`src/rtl/framing_pkg.sv`:
```
// Shared types and constants for the byte-parallel PHY framer.
package framing_pkg;
  typedef enum logic [2:0] {
    ST_IDLE, ST_PRE, ST_SFD, ST_PHR, ST_PAY, ST_FCS, ST_DRAIN
  } state_e;

  localparam logic [15:0] CRC16_X25_POLY = 16'h8408;
  localparam logic [31:0] CRC32_POLY     = 32'hEDB88320;
endpackage

```
`src/rtl/framing_crc_stream_if.sv`:
```
// Byte stream with valid/ready handshake plus first/last frame markers.
interface framing_crc_stream_if;
  logic [7:0] data;
  logic       valid;
  logic       ready;
  logic       first;
  logic       last;

  modport master (output data, valid, first, last, input ready);
  modport slave  (input data, valid, last, output ready);
endinterface

```
`src/rtl/framing_crc_stream_crc_byte_step.sv`:
```
// One byte of reflected CRC update, LSB of the data byte first.
module crc_byte_step
  import framing_pkg::*;
#(
  parameter int               CRC_W    = 16,
  parameter logic [CRC_W-1:0] CRC_POLY = CRC_W'(CRC16_X25_POLY)
) (
  input  logic [CRC_W-1:0] crc_i,
  input  logic [7:0]       byte_i,
  output logic [CRC_W-1:0] crc_o
);
  always_comb begin
    crc_o = crc_i;
    for (int i = 0; i < 8; i++)
      crc_o = (crc_o >> 1) ^ ((crc_o[0] ^ byte_i[i]) ? CRC_POLY : '0);
  end
endmodule

```
`src/rtl/framing_crc_stream.sv`:
```
// Wraps a PHR+PSDU byte stream into preamble, SFD, PHR, payload and inverted FCS.
// Framing length comes from the PHR; s_last is only cross-checked against it.
module framing_crc_stream
  import framing_pkg::*;
#(
  parameter int               PREAMBLE_BYTES = 4,
  parameter logic [7:0]       PREAMBLE_BYTE  = 8'hAA,
  parameter logic [15:0]      SFD            = 16'h98F3,
  parameter int               CRC_W          = 16,
  parameter logic [CRC_W-1:0] CRC_POLY       = CRC_W'(CRC16_X25_POLY),
  parameter logic [CRC_W-1:0] CRC_INIT       = '1,
  parameter int               MAX_LEN        = 127
) (
  input  logic                  clk,
  input  logic                  reset,
  framing_crc_stream_if.slave   s_if,
  framing_crc_stream_if.master  m_if,
  output logic                  busy,
  output logic                  err_len
);
  localparam logic [6:0] NB7      = 7'(CRC_W / 8);
  localparam logic [6:0] PRE_LAST = 7'(PREAMBLE_BYTES - 1);

  state_e           state_q, state_d;
  logic [6:0]       cnt_q, cnt_d, plen_q, plen_d;
  logic [CRC_W-1:0] crc_q, crc_d, crc_step, crc_inv, fcs_sh;
  logic             pad_q, pad_d, drain_q, drain_d;
  logic             fire, len_bad;
  logic [6:0]       len;

  assign fire    = m_if.valid & m_if.ready;
  assign len     = s_if.data[6:0];
  assign len_bad = (len < NB7) || ({1'b0, len} > 8'(MAX_LEN));
  assign crc_inv = ~crc_q;
  assign fcs_sh  = crc_inv >> {cnt_q, 3'b000};

  // Pads reach the CRC through m_data, which is forced to zero in pad mode.
  crc_byte_step #(.CRC_W(CRC_W), .CRC_POLY(CRC_POLY)) u_crc (
    .crc_i  (crc_q),
    .byte_i (m_if.data),
    .crc_o  (crc_step)
  );

  always_ff @(posedge clk or posedge reset) begin
    if (reset) begin
      state_q <= ST_IDLE;
      cnt_q   <= '0;
      plen_q  <= '0;
      crc_q   <= CRC_INIT;
      pad_q   <= 1'b0;
      drain_q <= 1'b0;
    end else begin
      state_q <= state_d;
      cnt_q   <= cnt_d;
      plen_q  <= plen_d;
      crc_q   <= crc_d;
      pad_q   <= pad_d;
      drain_q <= drain_d;
    end
  end

  always_comb begin
    state_d = state_q;
    cnt_d   = cnt_q;
    plen_d  = plen_q;
    crc_d   = crc_q;
    pad_d   = pad_q;
    drain_d = drain_q;
    err_len = 1'b0;
    case (state_q)
      ST_IDLE: if (s_if.valid) state_d = ST_PRE;
      ST_PRE: if (fire) begin
        if (cnt_q == PRE_LAST) begin cnt_d = '0; state_d = ST_SFD; end
        else cnt_d = cnt_q + 7'd1;
      end
      ST_SFD: if (fire) begin
        if (cnt_q == 7'd1) begin cnt_d = '0; state_d = ST_PHR; end
        else cnt_d = cnt_q + 7'd1;
      end
      ST_PHR: if (fire) begin
        crc_d   = CRC_INIT;
        pad_d   = 1'b0;
        drain_d = 1'b0;
        if (len_bad) begin
          err_len = 1'b1;
          plen_d  = '0;
          state_d = ST_FCS;
        end else begin
          plen_d = len - NB7;
          if (len == NB7) state_d = ST_FCS;
          else begin
            state_d = ST_PAY;
            if (s_if.last) begin err_len = 1'b1; pad_d = 1'b1; end
          end
        end
      end
      ST_PAY: if (fire) begin
        crc_d = crc_step;
        if (cnt_q == plen_q - 7'd1) begin
          cnt_d   = '0;
          state_d = ST_FCS;
          if (!pad_q && !s_if.last) begin err_len = 1'b1; drain_d = 1'b1; end
        end else begin
          cnt_d = cnt_q + 7'd1;
          if (!pad_q && s_if.last) begin err_len = 1'b1; pad_d = 1'b1; end
        end
      end
      ST_FCS: if (fire) begin
        if (cnt_q == NB7 - 7'd1) begin
          cnt_d   = '0;
          state_d = drain_q ? ST_DRAIN : ST_IDLE;
          pad_d   = 1'b0;
          drain_d = 1'b0;
        end else cnt_d = cnt_q + 7'd1;
      end
      ST_DRAIN: if (s_if.valid && s_if.last) state_d = ST_IDLE;
      default: state_d = ST_IDLE;
    endcase
  end

  always_comb begin
    m_if.data  = '0;
    m_if.valid = 1'b0;
    m_if.first = 1'b0;
    m_if.last  = 1'b0;
    s_if.ready = 1'b0;
    busy       = (state_q != ST_IDLE);
    case (state_q)
      ST_PRE: begin
        m_if.data  = PREAMBLE_BYTE;
        m_if.valid = 1'b1;
        m_if.first = (cnt_q == '0);
      end
      ST_SFD: begin
        m_if.data  = (cnt_q == '0) ? SFD[15:8] : SFD[7:0];
        m_if.valid = 1'b1;
      end
      ST_PHR: begin
        m_if.data  = s_if.data;
        m_if.valid = s_if.valid;
        s_if.ready = m_if.ready;
      end
      ST_PAY: begin
        if (pad_q) m_if.valid = 1'b1;
        else begin
          m_if.data  = s_if.data;
          m_if.valid = s_if.valid;
          s_if.ready = m_if.ready;
        end
      end
      ST_FCS: begin
        m_if.data  = fcs_sh[7:0];
        m_if.valid = 1'b1;
        m_if.last  = (cnt_q == NB7 - 7'd1);
      end
      ST_DRAIN: s_if.ready = 1'b1;
      default: ;
    endcase
  end
endmodule

```
`src/flat_wrapper.sv`:
```
// flat-port wrapper written by rule: the top's interface ports become plain ports
module framing_crc_stream_flat import framing_pkg::*;
#(
  parameter int               PREAMBLE_BYTES = 4,
  parameter logic [7:0]       PREAMBLE_BYTE  = 8'hAA,
  parameter logic [15:0]      SFD            = 16'h98F3,
  parameter int               CRC_W          = 16,
  parameter logic [CRC_W-1:0] CRC_POLY       = CRC_W'(CRC16_X25_POLY),
  parameter logic [CRC_W-1:0] CRC_INIT       = '1,
  parameter int               MAX_LEN        = 127
)
  (clk, reset, busy, err_len, s_if_data, s_if_valid, s_if_last, s_if_ready, m_if_data, m_if_valid, m_if_first, m_if_last, m_if_ready);
  framing_crc_stream_if s_if_i ();
  framing_crc_stream_if m_if_i ();
  input  logic clk;
  input  logic reset;
  output logic busy;
  output logic err_len;
  input wire logic [$bits(s_if_i.data)-1:0] s_if_data;
  input wire logic [$bits(s_if_i.valid)-1:0] s_if_valid;
  input wire logic [$bits(s_if_i.last)-1:0] s_if_last;
  output wire logic [$bits(s_if_i.ready)-1:0] s_if_ready;
  output wire logic [$bits(m_if_i.data)-1:0] m_if_data;
  output wire logic [$bits(m_if_i.valid)-1:0] m_if_valid;
  output wire logic [$bits(m_if_i.first)-1:0] m_if_first;
  output wire logic [$bits(m_if_i.last)-1:0] m_if_last;
  input wire logic [$bits(m_if_i.ready)-1:0] m_if_ready;
  assign s_if_i.data = s_if_data;
  assign s_if_i.valid = s_if_valid;
  assign s_if_i.last = s_if_last;
  assign s_if_ready = s_if_i.ready;
  assign m_if_data = m_if_i.data;
  assign m_if_valid = m_if_i.valid;
  assign m_if_first = m_if_i.first;
  assign m_if_last = m_if_i.last;
  assign m_if_i.ready = m_if_ready;
  framing_crc_stream #(.PREAMBLE_BYTES(PREAMBLE_BYTES), .PREAMBLE_BYTE(PREAMBLE_BYTE), .SFD(SFD), .CRC_W(CRC_W), .CRC_POLY(CRC_POLY), .CRC_INIT(CRC_INIT), .MAX_LEN(MAX_LEN)) u_core (.clk(clk), .reset(reset), .s_if(s_if_i), .m_if(m_if_i), .busy(busy), .err_len(err_len));
endmodule
```
`config.mk`:
```
export PLATFORM = sky130hd
export DESIGN_NAME = framing_crc_stream_flat
export DESIGN_NICKNAME = d
export VERILOG_FILES = /design/src/rtl/framing_pkg.sv /design/src/rtl/framing_crc_stream_if.sv /design/src/rtl/framing_crc_stream_crc_byte_step.sv /design/src/rtl/framing_crc_stream.sv /design/src/flat_wrapper.sv
export SDC_FILE = /design/constraint.sdc
export NUM_CORES = 1
export LEC_CHECK = 0
export BUFFER_PORTS_ARGS = -buffer_cell sky130_fd_sc_hd__buf_2
export CORE_UTILIZATION = 35
export CTS_CLUSTER_SIZE = 25
export DETAILED_ROUTE_END_ITERATION = 10
export GPL_ROUTABILITY_DRIVEN = 0
export PLACE_DENSITY = 0.53
export SETUP_SLACK_MARGIN = 0.02
export SLEW_MARGIN = 20
export SYNTH_ARGS = -nofsm -noshare
export SYNTH_HDL_FRONTEND = slang
export SYNTH_SLANG_ARGS = --single-unit
```
`constraint.sdc`:
```
create_clock -name clk -period 3.8 [get_ports clk]
set_clock_uncertainty 0.2 [all_clocks]
set_input_delay 0.38 -clock clk [delete_from_list [all_inputs] [get_ports clk]]
set_output_delay 0.38 -clock clk [all_outputs]
set_load 0.03 [all_outputs]
```
==> run summary, run 1 <==
Status: finished with violations
Failing checks: hold timing
Global-route wire length before repair: 12990 um
Kind of critical path: flop to primary output
Via-per-instance ratio: 5.536
Worst path arrival time: 2780 ps
Slew HR: 53.10%
CTS tree: built
Worst hold path type: input port to async pin
Slew at the pin with the worst max-slew slack: 701.6 ps
Number of synthesized register bits: 35
# H-tree levels: 2
Share of cells above drive strength 1: 22.71%
Vias post-DR: 2580
# port buffers: 26
EDFF count, synth: 0
Final hold violation count: 11
Area delta synth->final: 10.16%
Sequential fraction of the synthesis area: 29.70%
Final Cycle Share: 88.33%
Fmax: 297.9 MHz
Fin crit period: 3356 ps
Average cell area after synthesis: 8.769 um2
# IOs: 27
Worst-path clk slew: 70 ps
Syn Nets: 364
GRT Overall Usage: 19.14%
CP max-delay cell: dfrtp_1
Vias in the first global route: 2483
Nets: 380
Num rows: 33
Crit path cell chain: inv_1 > ha_1 > o21bai_1 > a211oi_1 > and4bb_2 > nor3_1 > xnor2_1 > o21ai_0 > o311a_1 > buf_2
Initial antenna violation count: 0
Routed len/inst: 17.12 um
Min Hold Slack: -9.194 ps
GR Overflow Total: 0
Yosys cell types: 72
Initial Util: 36.35%
Async SR Flop Fraction: 100.0%
DR DRC count: 0
Crit Path Max Fanout: 7
Sink Count: 35
Synthesized area: 3017 um2
# hold bufs at CTS: 0
Setup crit end kind: primary output
Die width: 94.84 um
Drt pass-1 iters: 4
Full die area: 8995 um2
Slew Viols, Final: 0
Worst VDD drop: 0.6374 mV
Data required time at the worst endpoint: 3220 ps
Core area: 8299 um2
Post-CTS sizing: 0
Post-synth top cells: nor2_1 (27), nand2_1 (26), o21ai_0 (22)
Post-CTS Setup Bufs: 0
Synth top area share: 15.76%
Post-synth top flop: dfrtp_1
DRT antenna net count: 0
Root Driver: clkbuf_8
Final setup vio count: 0
Cells after synthesis: 344
Unrepaired setup endpoints after global routing: no
Clk buf depth: 2
HPWL after DPL: 6047 um
DRT Wirelength: 7980 um
Synth area leaders: dfrtp_1 (16%), dfstp_2 (14%), xnor2_1 (4.9%), o21ai_0 (3.6%), a21oi_1 (3.5%)
Initial DRC Count: 153
P per Cell Area: 982.5 nW/um2
Max Cap Viol: 0
Num CTS Buffers: 5
Synth warn: 0
Synth area leader: dfrtp_1
Cell with the most instances after synthesis: nor2_1
Clk_lat worst skew: 280 ps
P_leak: 1.344 nW
Largest net degree at the start of global routing: 36
Total negative slack: 0 ps
Slowest stage delay, CP: 460 ps
Die height: 94.84 um
N_diodes: 0
Setup crit start kind: flop
[routing by layer]
| metal | vias to the layer above | track usage (%) | wire length [um] |
|---|---|---|---|
| li1 | 1296 | - | - |
| met1 | 1247 | 25.65 | 3892 |
| met2 | 33 | 31.95 | 3754 |
| met3 | 4 | 3.221 | 273 |
| met4 | 0 | 4.545 | 59 |
| met5 | - | 0 | 0 |
[flip-flops by register name, indices dropped and copies added (netlist names)]
signal and flops:
u_core.crc_q 16, u_core.pad_q 1, u_core.drain_q 1, u_core.cnt_q 7, u_core.plen_q 7, u_core.state_q 3
[cells in the final DEF (no fill, tap or decap), types with 4 or more instances in the layout]
cell type   n
nand4_1    12
nand2_1    26
dfrtp_1    19
xor2_1     12
o21a_1      6
nor2_1     27
clkbuf_8    5
nor3_1     17
ha_1        7
a21oi_1    21
xnor2_2     4
nand3_1     4
mux2i_1     8
buf_4       6
buf_2      26
dfstp_2    16
inv_1      13
nand2b_1    4
o21ai_0    22
nor4_1      4
a211oi_1    5
xnor2_1    17
[cells by family (layout without fill, tap and decap cells)]
family	Yosys count	after routing	share of synthesized area (%)
flops	35	35	29.70
buf+inv	36	53	5.185
simple gates	121	121	22.36
mux	11	11	3.774
compound gates	98	98	23.19
xor+xnor	36	36	12.90
fa+ha+maj	7	7	2.903
[path summary, 6_finish.rpt]
kind,start,endpoint,slack [ps],cells past startpoint
min in group clk,s_if_data[0],u_core.plen_q[0],230,3
worst min register to register,u_core.crc_q[13],u_core.crc_q[13],330,2
worst max-delay path,u_core.plen_q[0],err_len,440,10
max in group asynchronous,reset,u_core.crc_q[11],3050,3
worst min-delay path,reset,u_core.cnt_q[3],-9,3
worst max register to register,u_core.state_q[1],u_core.crc_q[3],690,8
[metrics by stage]
step           std cells  worst slack [ps]  cell area [um2]  power [mW]  utilization, %
6_report             466             443.6             3323       3.265           40.04
3_3_place_gp         458             791.2             3216       2.928           38.75
3_5_place_dp         458             746.5             3216       2.937           38.75
5_1_grt              466             143.9             3323       3.532           40.04
2_1_floorplan        344             769.0             3017       2.517               -
4_1_cts              466             411.0             3323       3.291           40.04
[worst max-delay path, delay by kind of cell (launching register included)]
| family | cells | cell delay, ps |
|---|---|---|
| flops | 1 | 460 |
| simple gates | 2 | 600 |
| xor+xnor | 1 | 90 |
| buf+inv | 2 | 280 |
| fa+ha+maj | 1 | 310 |
| compound gates | 4 | 750 |
[final cells by class]
type / instances / area (um2)
sequential: 35 / 895.9
tap: 105 / 131.4
fill: 831 / 4976
clock inverter: 3 / 38.79
multi-input combinational: 273 / 1964
inverter: 13 / 48.80
clock buffer: 5 / 68.82
timing repair buffer: 32 / 175.2
[where the power goes]
| part | internal (mW) | switching (mW) |
|---|---|---|
| clock network | 0.192 | 0.138 |
| logic | 0.915 | 1.15 |
| registers | 0.582 | 0.291 |
No activity file was read; power rests on OpenSTA's default activity.
==> run 2, diff against run 1 <==
--- a/config.mk
+++ b/config.mk
@@ -10,7 +10,7 @@
 export CTS_CLUSTER_SIZE = 25
 export DETAILED_ROUTE_END_ITERATION = 10
 export GPL_ROUTABILITY_DRIVEN = 0
-export PLACE_DENSITY = 0.53
+export PLACE_DENSITY = 0.51
 export SETUP_SLACK_MARGIN = 0.02
 export SLEW_MARGIN = 20
 export SYNTH_ARGS = -nofsm -noshare
==> run 2 against run 1 <==
Net effect:
- the run still ends with hold timing left
- maximum frequency decreased by 2.3%
- non-clock buffer count increased by 2
- design area decreased by 0.23%
- first-iteration DRC count decreased by 19%
- largest cell class unchanged
- wire length increased by 2.6%
==> run summary, run 2 (synthesized netlist as in run 1, its figures left out) <==
Status: finished with violations
Failing checks: hold timing
Kind of critical path: flop to primary output
# IOs: 27
Setup crit end kind: primary output
# port buffers: 26
Die width: 94.84 um
Vias in the first global route: 2452
Slew Viols, Final: 0
Die height: 94.84 um
Commonest non-fill, non-tap cell in the layout: nor2_1
Drt pass-1 iters: 5
Worst path arrival time: 2860 ps
Initial DRC Count: 124
Sink Count: 35
Global-route wire length before repair: 13300 um
Clk buf depth: 2
Max Cap Viol: 0
Fill count: 835
Min Hold Slack: -19.37 ps
Share of cells above drive strength 1: 23.14%
Setup crit start kind: flop
Worst VDD drop: 0.5145 mV
# hold bufs at CTS: 0
Clk_lat worst skew: 290 ps
GRT Overall Usage: 19.58%
Routed len/inst: 17.50 um
CTS tree: built
P per Cell Area: 974.6 nW/um2
Final setup vio count: 0
GR Overflow Total: 0
# H-tree levels: 2
Most flops, register: u_core.crc_q
Max reg flops: 16
Biggest regs: u_core.crc_q: 16 flops, u_core.cnt_q: 7 flops, u_core.plen_q: 7 flops
Via-per-instance ratio: 5.581
Core area: 8299 um2
Most frequent cells in the layout: nor2_1 (27), nand2_1 (26), buf_2 (26), o21ai_0 (22), a21oi_1 (21)
DRT Wirelength: 8190 um
Vias post-DR: 2612
Final core occ: 39.95%
Root Driver: clkbuf_8
Nets: 382
Slew at the pin with the worst max-slew slack: 713.3 ps
Tot Pwr: 3.232 mW
Largest net degree at the start of global routing: 36
Final Cycle Share: 90.40%
Data required time at the worst endpoint: 3220 ps
Initial antenna violation count: 0
DRT antenna net count: 0
Fmax: 291.1 MHz
Fin crit period: 3435 ps
Num rows: 33
Num CTS Buffers: 5
Unrepaired setup endpoints after global routing: no
Post-CTS Setup Bufs: 0
Pre-CTS setup slack: 705.5 ps
Worst-path clk slew: 80 ps
Crit Path Max Fanout: 7
Slew HR: 52.32%
HPWL after DPL: 6077 um
Full die area: 8995 um2
Area delta synth->final: 9.913%
Worst hold path type: input port to async pin
Post-CTS sizing: 0
Total negative slack: 0 ps
Final hold violation count: 19
Setup ws final: 364.8 ps
DR DRC count: 0
Initial Util: 36.35%
N_diodes: 0
P_leak: 1.339 nW
-- run 2: cell types whose count changed in the layout (fill, tap and decap cells not counted) --
cell,change
bufinv_16,-1
buf_4,+2
clkinv_1,-1
clkinvlp_4,+1
clkbuf_1,+1
-- run 2: routing by layer --
layer | global-route usage, % | wire length [um]
met5 | 0 | 0
met4 | 3.914 | 63
met3 | 3.382 | 336
met2 | 31.18 | 3854
met1 | 27.72 | 3936
-- run 2: worst max-delay path: stages, from the launching register on --
cell and delay [ps]:
dfrtp_1 470, inv_1 90, ha_1 310, o21bai_1 190
a211oi_1 210, and4bb_2 270, nor3_1 370, xnor2_1 100
o21ai_0 180, o311a_1 180, buf_2 190
-- run 2: final timing paths --
check	from	endpoint	slack [ps]	depth (start not counted)
worst max-delay path	u_core.plen_q[0]	err_len	360	10
worst min register to register	u_core.crc_q[7]	u_core.crc_q[7]	320	2
worst max register to register	u_core.state_q[1]	u_core.crc_q[10]	710	8
max in group asynchronous	reset	u_core.crc_q[14]	3060	3
min in group clk	s_if_data[0]	u_core.plen_q[0]	200	3
worst min-delay path	reset	u_core.cnt_q[3]	-20	3
-- run 2: stage by stage --
step	instances	cell area [um2]	hold WS [ps]
floorplan	344	3017	288.4
global placement	460	3231	310.5
detailed placement	460	3231	315.7
CTS	468	3316	0.7329
global route	468	3316	27.20
finish	468	3316	-19.37
-- run 2: where the power goes --
part | total, mW | internal, mW | switching, mW
combinational | 2.08 | 0.923 | 1.16
sequential | 0.876 | 0.582 | 0.294
clock | 0.274 | 0.128 | 0.145
-- run 2: area by class of cell --
class	instances	area, um2	area share (%)
Clock inverter	2	12.51	0.3774
Sequential cell	35	895.9	27.02
Tap cell	105	131.4	3.962
Inverter	13	48.80	1.472
Timing Repair Buffer	34	190.2	5.736
Clock buffer	6	72.57	2.189
Multi-Input combinational cell	273	1964	59.25
==> run 3, diff against run 2 <==
--- a/config.mk
+++ b/config.mk
@@ -5,11 +5,11 @@
 export SDC_FILE = /design/constraint.sdc
 export NUM_CORES = 1
 export LEC_CHECK = 0
+export ABC_AREA = 1
 export BUFFER_PORTS_ARGS = -buffer_cell sky130_fd_sc_hd__buf_2
 export CORE_UTILIZATION = 35
 export CTS_CLUSTER_SIZE = 25
 export DETAILED_ROUTE_END_ITERATION = 10
-export GPL_ROUTABILITY_DRIVEN = 0
 export PLACE_DENSITY = 0.51
 export SETUP_SLACK_MARGIN = 0.02
 export SLEW_MARGIN = 20
==> run 3 against run 2 <==
Net effect:
- clock-buffer cell count fell by 1
- synthesized area rose by 0.95%
- worst hold slack improved by 6.3 ps
- sequential power fell by 8.7%
- final cell count rose by 30%
- largest cell class unchanged
- critical endpoint unchanged
- power fell by 8.4%
- combinational power fell by 12%
- largest power group unchanged
- via count rose by 17%
- the run still ends with hold timing left
- non-clock buffer count fell by 7
- setup slack improved by 180 ps
- flip-flop and latch count did not move
==> run summary, run 3 <==
Status: finished with violations
Failing checks: hold timing
Root Driver: clkbuf_8
Sequential group share of total power: 27.0%
N_diodes: 0
Worst hold path type: input port to async pin
Slew Viols, Final: 0
Switch Pwr: 1.574 mW
Most frequent cells in the layout: nand2_1 (146), inv_1 (79), nand3_1 (69), buf_2 (26), o21ai_0 (22)
Kind of critical path: flop to primary output
Average cell area after synthesis: 6.398 um2
Initial Util: 36.70%
Die width: 95.28 um
Clk buf depth: 2
Fin crit period: 3250 ps
Area delta synth->final: 11.01%
Post-synth top cells: nand2_1 (146), inv_1 (79), nand3_1 (69)
Fmax: 307.7 MHz
CP max-delay cell: dfrtp_1
Syn Nets: 496
Final hold violation count: 14
Unrepaired setup endpoints after global routing: no
Synth warn: 0
Slowest stage delay, CP: 510 ps
Synth top area share: 18.00%
Vias in the first global route: 2894
Pre-CTS setup slack: 861.2 ps
HPWL after DPL: 6476 um
Reg2Reg Depth: 17
Worst path arrival time: 2670 ps
Setup crit start kind: flop
# IOs: 27
P_leak: 1.884 nW
Vias post-DR: 3049
Sink Count: 35
Gpl congestion: 0.9188
Post-CTS Setup Bufs: 0
DRT antenna net count: 0
Final Cycle Share: 85.54%
Most flops, register: u_core.crc_q
Crit Path Max Fanout: 16
Via-per-instance ratio: 5.007
EDFF count, synth: 0
P per Cell Area: 875.8 nW/um2
Fin area: 3381 um2
Sequential fraction of the synthesis area: 29.42%
Num CTS Buffers: 5
GR Overflow Total: 0
Internal power: 1.386 mW
# hold bufs at CTS: 0
Async SR Flop Fraction: 100.0%
Total negative slack: 0 ps
Synth area leaders: nand2_1 (18%), dfrtp_1 (16%), dfstp_2 (14%), nand3_1 (11%), inv_1 (9.7%)
Nets: 523
Post-synth top flop: dfrtp_1
Worst-path clk slew: 80 ps
Cell with the most instances after synthesis: nand2_1
Num rows: 33
Clock share of power: 11.6%
Drt pass-1 iters: 5
GRT Overall Usage: 19.77%
# port buffers: 26
Largest net degree at the start of global routing: 36
Commonest non-fill, non-tap cell in the layout: nand2_1
Sw Share: 53.18%
Combinational share of power: 61.4%
Cells after synthesis: 476
Die height: 95.28 um
Post-CTS sizing: 0
Slew HR: 47.65%
Synth area leader: nand2_1
Initial DRC Count: 167
Slew at the pin with the worst max-slew slack: 782.3 ps
Placed cell areas: 3273 um2
Initial antenna violation count: 0
# H-tree levels: 2
Final setup vio count: 0
Crit path cell chain: nor2_2 > nand2_2 > o21ai_1 > nand2_1 > nand2_4 > nand2_4 > nor2_4 > inv_2 > nand2_2 > inv_2 > a21oi_1 > buf_2
Max Cap Viol: 0
Core area: 8299 um2
Synthesized area: 3045 um2
Number of synthesized register bits: 35
Max reg flops: 16
Share of cells above drive strength 1: 16.87%
Final core occ: 40.74%
Full die area: 9078 um2
Worst VDD drop: 0.4097 mV
Global-route wire length before repair: 13900 um
CTS tree: built
Setup ws final: 549.6 ps
Min Hold Slack: -13.08 ps
Data required time at the worst endpoint: 3220 ps
Tot Pwr: 2.961 mW
Biggest regs: u_core.crc_q: 16 flops, u_core.cnt_q: 7 flops, u_core.plen_q: 7 flops
Yosys cell types: 40
Setup crit end kind: primary output
Routed len/inst: 13.44 um
DR DRC count: 0
Clk_lat worst skew: 290 ps
DRT Wirelength: 8182 um
run 3: cell families after synthesis:
logic type | count (synthesis) | synth area share, %
buffers and inverters | 97 | 12.53
AND/OR/NAND/NOR | 274 | 41.21
AO/OA/AOI/OAI | 52 | 9.861
flip-flops | 35 | 29.42
XOR/XNOR | 11 | 4.108
adder cells (fa/ha/maj) | 7 | 2.876
run 3: worst paths after layout:
| check | from | end | slack [ps] |
|---|---|---|---|
| worst max-delay path | u_core.state_q[0] | err_len | 550 |
| worst min-delay path | reset | u_core.plen_q[4] | -10 |
| worst max register to register | u_core.cnt_q[0] | u_core.crc_q[8] | 1010 |
| worst min register to register | u_core.drain_q | u_core.drain_q | 330 |
| max in group asynchronous | reset | u_core.crc_q[3] | 3060 |
| min in group clk | s_if_data[0] | u_core.plen_q[0] | 200 |
run 3: power by group through the flow:
| stage | sequential, mW | clock, mW | combinational (mW) |
|---|---|---|---|
| after floorplan | 0.707 | 0 | 1.50 |
| after global placement | 0.805 | 0 | 1.80 |
| after detailed placement | 0.805 | 0 | 1.81 |
| after CTS | 0.799 | 0.354 | 1.82 |
| after global routing | 0.825 | 0.370 | 2.08 |
| final | 0.800 | 0.342 | 1.82 |
run 3: area by class of cell:
| cell class | count | area [um2] |
|---|---|---|
| Tap cell | 105 | 131.4 |
| Clock inverter | 3 | 38.79 |
| Fill cell | 894 | 4918 |
| Inverter | 90 | 340.3 |
| Sequential cell | 35 | 895.9 |
| Multi-Input combinational cell | 344 | 1768 |
| Clock buffer | 5 | 68.82 |
| Timing Repair Buffer | 27 | 137.6 |
run 3: metrics by stage:
step	hold WS [ps]	std cells
detailed placement	321.3	601
floorplan	253.4	476
finish	-13.08	609
global route	48.47	609
global placement	307.6	601
CTS	10.39	609
run 3: worst max-delay path: cells and delay by family, from the launching register on:
family                 cells  cell delay (ps)
AO/OA/AOI/OAI              2              320
buffers and inverters      3              430
flip-flops                 1              510
AND/OR/NAND/NOR            7             1120
run 3: per-layer routing:
layer | routed length [um] | track usage (%) | part of all wire (%)
met1 | 4104 | 27.84 | 50
met4 | 129 | 5.051 | 1.6
met2 | 3642 | 31.79 | 45
met5 | 0 | 0 | 0
met3 | 305 | 2.552 | 3.7
